<file path="config.mk">
export PLATFORM = sky130hd
export DESIGN_NAME = serial_frame_tx
export DESIGN_NICKNAME = d
export VERILOG_FILES = /design/src/rtl/serial_link_pkg.sv /design/src/rtl/piso_shift.sv /design/src/rtl/serial_frame_tx.sv
export SDC_FILE = /design/constraint.sdc
export NUM_CORES = 1
export LEC_CHECK = 0
export CORE_MARGIN = 2
export CORE_UTILIZATION = 46
export CTS_BUF_LIST = sky130_fd_sc_hd__clkbuf_16
export DETAILED_ROUTE_END_ITERATION = 8
export GPL_ROUTABILITY_DRIVEN = 0
export PLACE_DENSITY = 0.75
export SETUP_SLACK_MARGIN = 0.2
export SYNTH_ARGS = -nofsm -noshare
export SYNTH_HDL_FRONTEND = slang
export SYNTH_SLANG_ARGS = --single-unit
</file>
<file path="constraint.sdc">
create_clock -name clk -period 1.6 [get_ports clk]
set_input_delay 0.4 -clock clk [delete_from_list [all_inputs] [get_ports clk]]
set_output_delay 0.4 -clock clk [all_outputs]
set_load 0.005 [all_outputs]
</file>
<file path="src/rtl/serial_link_pkg.sv">
// Shared definitions for the serial sync-pattern link.
// Both the transmitter and the detector take their header from here.
package serial_link_pkg;

  typedef enum logic [1:0] {
    IDLE,
    SYNC,
    DATA,
    GAP
  } state_t;

  localparam int SYNC_W_DEF = 4;
  localparam logic [SYNC_W_DEF-1:0] SYNC_PAT_DEF = 4'b1001;

  function automatic int max3(int a, int b, int c);
    int m;
    m = a;
    if (b > m) m = b;
    if (c > m) m = c;
    return m;
  endfunction

endpackage

</file>
<file path="src/rtl/piso_shift.sv">
// Parallel-load, MSB-first shift register.
// Load has priority over shift.
module piso_shift #(
  parameter int W = 8
) (
  input  logic         clk,
  input  logic         reset,
  input  logic         load,
  input  logic         shift,
  input  logic [W-1:0] din,
  output logic         msb
);

  logic [W-1:0] q;

  always_ff @(posedge clk or negedge reset) begin
    if (!reset) begin
      q <= '0;
    end else if (load) begin
      q <= din;
    end else if (shift) begin
      q <= q << 1;
    end
  end

  assign msb = q[W-1];

endmodule

</file>
<file path="src/rtl/serial_frame_tx.sv">
// Serial frame transmitter: sync header, MSB-first payload,
// then an idle gap of zeros, one bit per clock.
module serial_frame_tx
  import serial_link_pkg::*;
#(
  parameter int DATA_W = 8,
  parameter int SYNC_W = SYNC_W_DEF,
  parameter logic [SYNC_W-1:0] SYNC_PAT = SYNC_PAT_DEF,
  parameter int GAP_W = 2
) (
  input  logic              clk,
  input  logic              reset,
  input  logic [DATA_W-1:0] in_data,
  input  logic              in_valid,
  output logic              in_ready,
  output logic              ser_out,
  output logic              ser_valid,
  output logic              busy,
  output logic              frame_done
);

  localparam int MAXW = max3(SYNC_W, DATA_W, (GAP_W > 1) ? GAP_W : 1);
  localparam int CW = $clog2(MAXW) + 1;
  localparam logic [CW-1:0] SYNC_LAST = CW'(SYNC_W - 1);
  localparam logic [CW-1:0] DATA_LAST = CW'(DATA_W - 1);
  localparam logic [CW-1:0] GAP_LAST = CW'((GAP_W > 0) ? GAP_W - 1 : 0);

  state_t        state;
  logic [CW-1:0] cnt;
  logic          accept;
  logic          hdr_bit;
  logic          pay_bit;

  assign accept = (state == IDLE) && in_valid;

  piso_shift #(.W(SYNC_W)) u_hdr (
    .clk   (clk),
    .reset (reset),
    .load  (accept),
    .shift (state == SYNC),
    .din   (SYNC_PAT),
    .msb   (hdr_bit)
  );

  piso_shift #(.W(DATA_W)) u_pay (
    .clk   (clk),
    .reset (reset),
    .load  (accept),
    .shift (state == DATA),
    .din   (in_data),
    .msb   (pay_bit)
  );

  // cnt restarts at zero on every state change
  always_ff @(posedge clk or negedge reset) begin
    if (!reset) begin
      state <= IDLE;
      cnt   <= '0;
    end else begin
      unique case (state)
        IDLE: begin
          if (in_valid) begin
            state <= SYNC;
            cnt   <= '0;
          end
        end
        SYNC: begin
          if (cnt == SYNC_LAST) begin
            state <= DATA;
            cnt   <= '0;
          end else begin
            cnt <= cnt + CW'(1);
          end
        end
        DATA: begin
          if (cnt == DATA_LAST) begin
            state <= (GAP_W == 0) ? IDLE : GAP;
            cnt   <= '0;
          end else begin
            cnt <= cnt + CW'(1);
          end
        end
        GAP: begin
          if (cnt == GAP_LAST) begin
            state <= IDLE;
            cnt   <= '0;
          end else begin
            cnt <= cnt + CW'(1);
          end
        end
        default: begin
          state <= IDLE;
          cnt   <= '0;
        end
      endcase
    end
  end

  always_comb begin
    ser_out = 1'b0;
    unique case (1'b1)
      (state == SYNC): ser_out = hdr_bit;
      (state == DATA): ser_out = pay_bit;
      default: ser_out = 1'b0;
    endcase
  end

  assign in_ready   = (state == IDLE);
  assign busy       = (state != IDLE);
  assign ser_valid  = (state == SYNC) || (state == DATA);
  assign frame_done = (state == DATA) && (cnt == DATA_LAST);

endmodule

</file>
==> results.md, run 1 <==
- Core ar.: 2000 um2
- Vias per cell: 5.22
- Synth area leaders: dfrtp_1, mux2i_1, ha_1, nand2_1, o21ai_1
- Outcome: finished, violations left
- # DRC: 0
- TritonRoute pass-1 iters: 4
- Layout area overhead: 61.8%
- Final Power: 3450 uW
- Failing checks: setup timing
- Post-Place Worst Slack: -0.205 ns
- Post-synth EDFFs: 0
- Skew-Pair Late Insertion Delay: 0.25 ns
- Clk slew on worst S/H paths: 0.05 ns
- Crit end category: output port
- Crit. Startpoint: state[1]
- DP Cell Count: ~160
- Power density cells: 2150 nW/um2
- Peak VDD IR: 0.00114 V
- Inserted Clock Buffers: 3
- R2R cell count: 8
- Syn Area/Cell: just over 10 um2
- Starting density of the core: 49.6%
- Routed len/inst: about 15 um
- Cells after Synth: 96
- Port Buffer Count: 15
- Cell Area, Synth: 992 um2
- Overflow after GRT: 0
- Setup violators final: 9
- Reg-to-Reg Start: state[1]
- Ports: 16
- Post-Route Utilization: about four fifths
- CTS H-tree depth: 1
- Post-synthesis register bit count: 18
- Die area: 2540 um2
- Layout cells sized above 1: 43.1%
- Async set-reset flop share out of synthesis: 100%
- Final Net Count: 163
- Yosys top cell by area: dfrtp_1
- Sequential area share after synthesis: between 40% and 50%
- Cell chosen for the clock root: clkbuf_16
- Max clock buf depth: 2
- Static Leakage: 0.000757 uW
- Vias after detailed routing: 893
- Worst slew pin tran: 0.272 ns
- RSZ-0062 raised after global routing: yes
- Syn. warnings: 0
- Slew Limit Headroom: 81.8%
- Die W: 50.4 um
- Clock skew: roughly 0.0035 ns
- Vias in the first global route: 897
- Inserted Diodes: 0
- Share of the synthesized area in the top cell type: 45.4%
- First-pass GRT wire length: 4280 um
- Initial antenna violation count: 0
- Max cap viols: 0
- Fill count: 118
- DRT antenna net count: 0
- Post-Syn Nets: 114
- Worst-path fanout max: 3
- DR iter-0 viols: 20
- WP data arrival: 1.34 ns
- Detail Placement HPWL: 1670 um
- Routed WL: 2620 um
- Fin cells: 171
- Worst Hold Class: in -> async
- Crit Path Class: reg -> out
- Fin crit period: 1.74 ns
- Die H: just over 50 um
- Final hold vios: 0
- GRT Total Usage: 23.7%
- Top_reg_cell synth: dfrtp_1
- Max Freq: 573 MHz
- Crit Reg-Reg Endpoint: state[1]
- TritonCTS clock tree: yes
- Commonest cells post-synth: dfrtp_1, nand2_1, mux2i_1, o21ai_1, ha_1
- Yosys cell types: 29
- Pin count of the biggest net entering global routing: 19
- Most numerous cell in the Yosys netlist: dfrtp_1
- Worst Setup Start Kind: register
- Reg-to-reg slack, setup: -0.13 ns
- Setup ws final: -0.145 ns
- Std cell rows: 16
- Max Transition Viols Final: 0
- Clock Sinks: 18
- Tcrit/Tclk final: 109%
- Post-CTS Hold Fix Bufs: 0
- Worst Path Required: 1.20 ns
what timing repair did:
action / CTS / global route
pin swaps: 5 / 5
endpoints found under the setup margin: 22 / 22
resized for setup: 37 / 14
setup buffers: 5 / 6
how the worst max path moves through the flow:
stage / end / slack [ns] / cells after the start
global placement: ser_out / -0.14 / 4
CTS: ser_out / -0.09 / 6
global route: ser_out / -0.21 / 6
detailed placement: ser_out / -0.20 / 4
finish: ser_out / -0.14 / 6
floorplan: state[1] / 0.11 / 7
worst max-delay path, stage by stage, from the launching register on:
cell	delay, ns
dfrtp_1	0.41
inv_2	0.08
buf_6	0.12
ha_4	0.16
a22oi_2	0.14
nor2b_1	0.06
buf_2	0.12
cell type report:
cell class	count	area (um2)	area share [%]
multi-input cells	67	577	35.9
repair buffers	48	437	27.2
clock buffers	3	75.1	4.68
well taps	27	33.8	2.10
inverters	7	28.8	1.79
flip-flops and latches	18	450	28.1
clock inverters	1	3.75	0.234
state kept, by name, indices dropped and copies added, names as in the netlist:
signal and count:
state 2, cnt 4, u_pay.q 8, u_hdr.q 4
cells in the final DEF, fill, tap and decap left out, types with 2 or more instances in the layout:
cell and instances:
inv_2 4, buf_4 22, nand3b_1 2, nor2_1 4
buf_2 2, ha_4 3, nor2b_1 2, a21o_1 3
dfrtp_1 18, clkdlybuf4s50_1 10, ha_1 4, mux2i_1 7
buf_6 13, clkbuf_16 3, nand2_1 12, inv_1 2
nand2b_1 3, o21ai_1 9
cell families after synthesis:
family	Yosys count	synth area share, %
AND/OR/NAND/NOR	29	14.4
buffers and inverters	11	5.04
multiplexers	10	10.6
AO/OA/AOI/OAI	21	15.8
flip-flops	18	45.4
adder cells (fa/ha/maj)	7	8.83
routing by layer:
| layer | GRT usage (%) | routed length [um] | up-vias | share of wire [%] |
|---|---|---|---|---|
| met3 | 4.17 | 75 | 6 | 2.9 |
| li1 | - | - | 430 | - |
| met2 | 43.6 | 1440 | 22 | 55 |
| met4 | 10.4 | 44 | 0 | 1.7 |
| met1 | 26.4 | 1060 | 435 | 41 |
| met5 | 0 | 0 | - | 0 |
where the power goes:
group	internal, uW	switching [uW]	leakage, uW	total [uW]
combinational	1240	906	0.000489	2140
sequential	654	148	0.000229	801
clock	333	174	0.0000385	506
metrics by stage:
| stage | TNS (ns) | hold slack [ns] | cell area, um2 |
|---|---|---|---|
| after floorplan | 0 | 0.104 | 1010 |
| after global placement | -0.446 | 0.461 | 1330 |
| after detailed placement | -0.672 | 0.488 | 1330 |
| after CTS | -0.320 | 0.491 | 1500 |
| after global routing | -1.09 | 0.513 | 1610 |
| final | -0.535 | 0.488 | 1610 |
No activity file was read; power rests on OpenSTA's default activity.
==> inputs of run 2 (changes only) <==
- CAP_MARGIN: not set -> 20
- HOLD_SLACK_MARGIN: not set -> 0.08
==> results of run 2 <==
Final layout, timing and power as in run 1 (identical DEF).
